<file path="src/rtl/load_store_unit_if.sv">
// Request/response and data-memory signals for the load/store unit.
// The master side issues requests and owns the memory read data; the slave side is the LSU.
interface load_store_unit_if;
  logic        in_valid;
  logic        in_ready;
  logic [5:0]  opcode;
  logic [31:0] addr;
  logic [31:0] rt_val;
  logic        out_valid;
  logic [31:0] load_data;
  logic        misaligned;
  logic        bad_addr;
  logic [5:0]  mem_opcode;
  logic [31:0] mem_addr;
  logic [31:0] mem_wdata;
  logic [31:0] mem_rdata;

  modport master (
    output in_valid, opcode, addr, rt_val, mem_rdata,
    input  in_ready, out_valid, load_data, misaligned, bad_addr,
           mem_opcode, mem_addr, mem_wdata
  );

  modport slave (
    input  in_valid, opcode, addr, rt_val, mem_rdata,
    output in_ready, out_valid, load_data, misaligned, bad_addr,
           mem_opcode, mem_addr, mem_wdata
  );
endinterface

</file>
<file path="src/rtl/load_store_unit.sv">
// Memory-access stage: accepts one load/store per handshake, checks alignment and
// range, and drives a word-addressed data memory. Sub-word stores are done as
// read-modify-write; sub-word loads are sign- or zero-extended.
module load_store_unit #(
  parameter int unsigned MEM_WORDS   = 32,
  parameter bit          CHECK_RANGE = 1'b1
) (
  input logic              clk,
  input logic              rst,
  load_store_unit_if.slave bus
);

  localparam logic [5:0] OP_LB  = 6'b100000;
  localparam logic [5:0] OP_LH  = 6'b100001;
  localparam logic [5:0] OP_LW  = 6'b100011;
  localparam logic [5:0] OP_LBU = 6'b100100;
  localparam logic [5:0] OP_LHU = 6'b100101;
  localparam logic [5:0] OP_SB  = 6'b101000;
  localparam logic [5:0] OP_SH  = 6'b101001;
  localparam logic [5:0] OP_SW  = 6'b101011;

  typedef enum logic [2:0] {
    S_IDLE,
    S_LOAD,
    S_RMW_RD,
    S_WRITE,
    S_DONE
  } state_t;

  state_t      state_q, state_d;
  logic [5:0]  op_q, op_d;
  logic [31:0] addr_q, addr_d;
  logic [31:0] rt_q, rt_d;
  logic        mis_q, mis_d;
  logic        bad_q, bad_d;
  logic [31:0] res_q, res_d;
  logic [31:0] wdata_q, wdata_d;

  logic        req_load, req_store, req_mem, req_mis, req_bad;
  logic [7:0]  lane_byte;
  logic [15:0] lane_half;
  logic [31:0] word_idx;

  logic        in_ready_c, out_valid_c, mis_c, bad_c;
  logic [5:0]  mem_opcode_c;
  logic [31:0] mem_addr_c, mem_wdata_c, load_data_c;

  // Classify the incoming request; misalignment takes priority over range.
  always_comb begin
    req_load  = 1'b0;
    req_store = 1'b0;
    req_mis   = 1'b0;
    case (bus.opcode)
      OP_LB, OP_LBU: req_load = 1'b1;
      OP_LH, OP_LHU: begin req_load = 1'b1; req_mis = bus.addr[0]; end
      OP_LW:         begin req_load = 1'b1; req_mis = |bus.addr[1:0]; end
      OP_SB:         req_store = 1'b1;
      OP_SH:         begin req_store = 1'b1; req_mis = bus.addr[0]; end
      OP_SW:         begin req_store = 1'b1; req_mis = |bus.addr[1:0]; end
      default:       ;
    endcase
    req_mem = req_load | req_store;
    req_bad = CHECK_RANGE && req_mem && !req_mis &&
              ({2'b00, bus.addr[31:2]} >= 32'(MEM_WORDS));
  end

  // Select the addressed byte/half of the memory read word (little-endian lanes).
  always_comb begin
    word_idx  = {2'b00, addr_q[31:2]};
    lane_byte = 8'h00;
    case (addr_q[1:0])
      2'd0: lane_byte = bus.mem_rdata[7:0];
      2'd1: lane_byte = bus.mem_rdata[15:8];
      2'd2: lane_byte = bus.mem_rdata[23:16];
      2'd3: lane_byte = bus.mem_rdata[31:24];
      default: lane_byte = 8'h00;
    endcase
    lane_half = addr_q[1] ? bus.mem_rdata[31:16] : bus.mem_rdata[15:0];
  end

  // Next-state, datapath updates and Moore outputs for the access FSM.
  always_comb begin
    state_d      = state_q;
    op_d         = op_q;
    addr_d       = addr_q;
    rt_d         = rt_q;
    mis_d        = mis_q;
    bad_d        = bad_q;
    res_d        = res_q;
    wdata_d      = wdata_q;
    in_ready_c   = 1'b0;
    out_valid_c  = 1'b0;
    mis_c        = 1'b0;
    bad_c        = 1'b0;
    load_data_c  = '0;
    mem_opcode_c = '0;
    mem_addr_c   = '0;
    mem_wdata_c  = '0;
    case (state_q)
      S_IDLE: begin
        in_ready_c = 1'b1;
        if (bus.in_valid) begin
          op_d    = bus.opcode;
          addr_d  = bus.addr;
          rt_d    = bus.rt_val;
          mis_d   = req_mis;
          bad_d   = req_bad;
          res_d   = '0;
          wdata_d = bus.rt_val;
          if (req_mis || req_bad || !req_mem) state_d = S_DONE;
          else if (req_load)                  state_d = S_LOAD;
          else if (bus.opcode == OP_SW)       state_d = S_WRITE;
          else                                state_d = S_RMW_RD;
        end
      end
      S_LOAD: begin
        mem_opcode_c = OP_LW;
        mem_addr_c   = word_idx;
        case (op_q)
          OP_LB:   res_d = {{24{lane_byte[7]}}, lane_byte};
          OP_LBU:  res_d = {24'h000000, lane_byte};
          OP_LH:   res_d = {{16{lane_half[15]}}, lane_half};
          OP_LHU:  res_d = {16'h0000, lane_half};
          OP_LW:   res_d = bus.mem_rdata;
          default: res_d = '0;
        endcase
        state_d = S_DONE;
      end
      S_RMW_RD: begin
        mem_opcode_c = OP_LW;
        mem_addr_c   = word_idx;
        wdata_d      = bus.mem_rdata;
        if (op_q == OP_SB) begin
          case (addr_q[1:0])
            2'd0: wdata_d[7:0]   = rt_q[7:0];
            2'd1: wdata_d[15:8]  = rt_q[7:0];
            2'd2: wdata_d[23:16] = rt_q[7:0];
            2'd3: wdata_d[31:24] = rt_q[7:0];
            default: ;
          endcase
        end else if (addr_q[1]) begin
          wdata_d[31:16] = rt_q[15:0];
        end else begin
          wdata_d[15:0] = rt_q[15:0];
        end
        state_d = S_WRITE;
      end
      S_WRITE: begin
        mem_opcode_c = OP_SW;
        mem_addr_c   = word_idx;
        mem_wdata_c  = wdata_q;
        state_d      = S_DONE;
      end
      S_DONE: begin
        out_valid_c = 1'b1;
        mis_c       = mis_q;
        bad_c       = bad_q;
        load_data_c = res_q;
        state_d     = S_IDLE;
      end
      default: state_d = S_IDLE;
    endcase
  end

  // State and latched-request registers; reset abandons any transaction in flight.
  always_ff @(posedge clk or posedge rst) begin
    if (rst) begin
      state_q <= S_IDLE;
      op_q    <= '0;
      addr_q  <= '0;
      rt_q    <= '0;
      mis_q   <= 1'b0;
      bad_q   <= 1'b0;
      res_q   <= '0;
      wdata_q <= '0;
    end else begin
      state_q <= state_d;
      op_q    <= op_d;
      addr_q  <= addr_d;
      rt_q    <= rt_d;
      mis_q   <= mis_d;
      bad_q   <= bad_d;
      res_q   <= res_d;
      wdata_q <= wdata_d;
    end
  end

  assign bus.in_ready   = in_ready_c;
  assign bus.out_valid  = out_valid_c;
  assign bus.misaligned = mis_c;
  assign bus.bad_addr   = bad_c;
  assign bus.load_data  = load_data_c;
  assign bus.mem_opcode = mem_opcode_c;
  assign bus.mem_addr   = mem_addr_c;
  assign bus.mem_wdata  = mem_wdata_c;

endmodule
</file>
<file path="src/flat_wrapper.sv">
// flat-port wrapper written by rule: the top's interface ports become plain ports
module load_store_unit_flat 
#(
  parameter int unsigned MEM_WORDS   = 32,
  parameter bit          CHECK_RANGE = 1'b1
)
  (clk, rst, bus_in_valid, bus_opcode, bus_addr, bus_rt_val, bus_mem_rdata, bus_in_ready, bus_out_valid, bus_load_data, bus_misaligned, bus_bad_addr, bus_mem_opcode, bus_mem_addr, bus_mem_wdata);
  load_store_unit_if bus_i ();
  input logic clk;
  input logic rst;
  input wire logic [$bits(bus_i.in_valid)-1:0] bus_in_valid;
  input wire logic [$bits(bus_i.opcode)-1:0] bus_opcode;
  input wire logic [$bits(bus_i.addr)-1:0] bus_addr;
  input wire logic [$bits(bus_i.rt_val)-1:0] bus_rt_val;
  input wire logic [$bits(bus_i.mem_rdata)-1:0] bus_mem_rdata;
  output wire logic [$bits(bus_i.in_ready)-1:0] bus_in_ready;
  output wire logic [$bits(bus_i.out_valid)-1:0] bus_out_valid;
  output wire logic [$bits(bus_i.load_data)-1:0] bus_load_data;
  output wire logic [$bits(bus_i.misaligned)-1:0] bus_misaligned;
  output wire logic [$bits(bus_i.bad_addr)-1:0] bus_bad_addr;
  output wire logic [$bits(bus_i.mem_opcode)-1:0] bus_mem_opcode;
  output wire logic [$bits(bus_i.mem_addr)-1:0] bus_mem_addr;
  output wire logic [$bits(bus_i.mem_wdata)-1:0] bus_mem_wdata;
  assign bus_i.in_valid = bus_in_valid;
  assign bus_i.opcode = bus_opcode;
  assign bus_i.addr = bus_addr;
  assign bus_i.rt_val = bus_rt_val;
  assign bus_i.mem_rdata = bus_mem_rdata;
  assign bus_in_ready = bus_i.in_ready;
  assign bus_out_valid = bus_i.out_valid;
  assign bus_load_data = bus_i.load_data;
  assign bus_misaligned = bus_i.misaligned;
  assign bus_bad_addr = bus_i.bad_addr;
  assign bus_mem_opcode = bus_i.mem_opcode;
  assign bus_mem_addr = bus_i.mem_addr;
  assign bus_mem_wdata = bus_i.mem_wdata;
  load_store_unit #(.MEM_WORDS(MEM_WORDS), .CHECK_RANGE(CHECK_RANGE)) u_core (.clk(clk), .rst(rst), .bus(bus_i));
endmodule
</file>
<file path="config.mk">
export PLATFORM = sky130hd
export DESIGN_NAME = load_store_unit_flat
export DESIGN_NICKNAME = d
export VERILOG_FILES = /design/src/rtl/load_store_unit_if.sv /design/src/rtl/load_store_unit.sv /design/src/flat_wrapper.sv
export SDC_FILE = /design/constraint.sdc
export NUM_CORES = 1
export LEC_CHECK = 0
export CAP_MARGIN = 20
export CELL_PAD_IN_SITES_DETAIL_PLACEMENT = 1
export CELL_PAD_IN_SITES_GLOBAL_PLACEMENT = 1
export CORE_UTILIZATION = 37
export CTS_CLUSTER_SIZE = 16
export DETAILED_ROUTE_END_ITERATION = 10
export PLACE_DENSITY_LB_ADDON = 0.05
export RECOVER_POWER = 25
export SLEW_MARGIN = 20
export SYNTH_ARGS = -nofsm -noshare
export SYNTH_HDL_FRONTEND = slang
export SYNTH_SLANG_ARGS = --single-unit
</file>
<file path="constraint.sdc">
create_clock -name clk -period 9.45 [get_ports clk]
set_clock_uncertainty 0.1 [all_clocks]
set_input_delay 2.3625 -clock clk [delete_from_list [all_inputs] [get_ports clk]]
set_output_delay 2.3625 -clock clk [all_outputs]
set_load 0.02 [all_outputs]
</file>
==> results.cfg <==
[run_status]
status = complete, but fails checks
violations = capacitance limit, slew limit

[power_and_ir_drop]
total_power_mw = 1.555
leakage_nw = 4.278
ir_worst_vdd_v = 0.0001312
power.density_nw_per_um2 = 163.4

[global_route]
antenna_found_initial = 1
grt_pass1_wl_um = 37290
grt_use_met2 = 0.4447
grt_pass1_vias = 6782
grt_use_total = 0.2634
top_usage_layer = met2
grt_max_degree = 93
grtUsageMet3 = 0.05629
met1_usage = 0.3312
gr-total-overflow = 0

[detailed_routing]
viasPerCell = 5.424
drt.antenna.violating_nets = 0
wl_um = 24190
wire_per_inst_um = 19.73
drt_first_pass_iters = 4
drt_iter0_drc = 331
drc = 0
num_vias = 6650

[critical_path]
startpoint = bus_in_valid
cp-end-kind = flop
crit_buf_inv = 2
required_ps = 9680
cp.arrival_ps = 6570
path_class = primary input to flop
r2r_start = u_core.state_q[2]
path_delay_family = buffers and inverters
slowest_stage = clkbuf_1
crit_chain = dlygate4sd3_1 -> nand3_1 -> clkbuf_1 -> nand2_1 -> a21oi_1 -> o21bai_1
cpPeakStageDelay_ps = 2010
r2r_slack_ps = 4810
cp_max_fo = 61
startpoint_type = primary input

[sta]
layout_setup_ws_ps = 3113
fmax_ghz = 0.1578
drv_slew = 150
slew_headroom = -0.8336
fin_tns_setup_ps = 0
rsz0062_at_grt = no
finalCriticalPeriod_ps = 6337
final_hold_viol_count = 0
min_period_over_period = 0.6706
worstMarginPinSlew_ps = 2735
setup_viol = 0

[finish]
area_growth_pct = 40.77
final_cell_mix = nand2_1 (271), clkdlybuf4s50_1 (204), dfrtp_1 (123)
nFillCells = 2085
nNetsFinal = 1090
fin_area_um2 = 9517
antenna_cells = 0
drive_above_1_share = 0.07422
final_common_cell = nand2_1
final_cells = 1226

[clock_network]
clk_pin_slew_ps = 60
cts_tree = yes
postCtsHoldBufs = 0
insertion_delay_ps = 420
postCtsSetupRepairBufs = 0
root_buffer = clkbuf_16
htreeDepth = 4
cts-resized-gates = 0
clock-sinks = 123
cts.path.max_buffers = 2
numCtsBuffers = 17

[place]
place.port_buffers = 206
placedInstanceArea_um2 = 8914
hpwlAfterDp_um = 17040
place_inst = 1194
place.gp.congestion = 0.8621
pre_cts_ws_ps = 4311

[worst_hold_path]
hp-class = flop to flop
min_from = u_core.addr_q[5]

[synth]
yosys_warnings = 0
post_synth_num_cell_types = 56
synth.largest_area_cell = dfrtp_1
synth_edf_count = 0
synth_top_area_share = 0.4553
ys_ff_latch = 123
ys_seq_area_frac = 0.4553
yosys-top-cells-area = dfrtp_1 (46%), nand2_1 (15%), and2_1 (6.0%), a21oi_1 (5.1%), and3_1 (4.0%)
synth_area_um2 = 6760
synth_cells = 808
async_reset_ff_frac = 1.000
ys.flop_type = dfrtp_1
syn-mean-instance-area_um2 = 8.367

[floorplan]
io_pins = 211
initial_core_util = 0.3763
dieArea_um2 = 18820
rows = 49
die_h_um = 137.2
fp.dieW_um = 137.2
coreArea_um2 = 17960

[run]
max_cap_viol_count = 3
-- metal layers --
layer / vias to the layer above / share of wire
li1: 3091 / -
met1: 3301 / 0.43
met2: 217 / 0.49
met3: 39 / 0.060
met4: 2 / 0.023
met5: - / 0.00054
-- cells in the mapped netlist (6+ instances only) --
cell,instances
buf_4,7
nor2_1,15
inv_1,6
a221o_2,16
dfrtp_1,123
buf_2,21
a21oi_1,69
and3_1,43
o21ai_1,9
clkbuf_1,28
nor3_1,6
a221o_1,7
mux2i_1,18
o21ai_0,20
nand2_1,271
and2_1,65
o21bai_1,8
nand3_1,16
-- where the power goes --
part | internal (mW) | switching, mW | total, mW
combinational | 0.105 | 0.131 | 0.237
clock | 0.453 | 0.243 | 0.696
sequential | 0.576 | 0.0464 | 0.622
total | 1.13 | 0.421 | 1.55
-- tightest hold or removal path, delay by kind of cell, from the launching register on --
| family | cells | cell delay (ps) |
|---|---|---|
| flops | 1 | 330 |
| simple gates | 2 | 100 |
-- per-stage QoR --
stage | hold slack (ps) | utilization
floorplan | 330.5 | -
finish | 369.3 | 0.5298
CTS | 376.6 | 0.5310
detailed placement | 358.4 | 0.4962
global placement | 351.1 | 0.4959
global route | 398.5 | 0.5298
-- sequential cells by signal, indices dropped and copies added, names as in the netlist --
signal	count
u_core.rt_q	16
u_core.bad_q	1
u_core.op_q	6
u_core.state_q	3
u_core.wdata_q	32
u_core.res_q	32
u_core.mis_q	1
u_core.addr_q	32
-- cells by family (layout without fill, tap and decap cells) --
logic type             count (synthesis)  in the layout  share of synthesized area
AND/OR/NAND/NOR                      440            440                     0.3056
AO/OA/AOI/OAI                        160            160                     0.1614
flip-flops                           123            123                     0.4553
buffers and inverters                 64            250                    0.04553
multiplexers                          20             20                    0.03165
other                                  1              4                  0.0005547
-- layout make-up --
cell class                      instances  area (um^2)  share of cell area
Inverter                                6        23.77            0.002498
Tap cell                              229        286.5             0.03011
Clock buffer                           20        456.7             0.04799
Clock inverter                         11        168.9             0.01775
Sequential cell                       123         3078              0.3234
Timing Repair Buffer                  213         2111              0.2218
Multi-Input combinational cell        624         3392              0.3564
-- worst paths after layout --
check / cells past startpoint / endpoint
hold reg to reg: 2 / u_core.addr_q[5]
setup reg to reg: 6 / u_core.wdata_q[5]
min in group asynchronous: 2 / u_core.addr_q[2]
max in group asynchronous: 3 / u_core.wdata_q[9]
hold / removal: 2 / u_core.addr_q[5]
setup / recovery: 6 / u_core.wdata_q[5]
No activity file was read; power rests on OpenSTA's default activity.
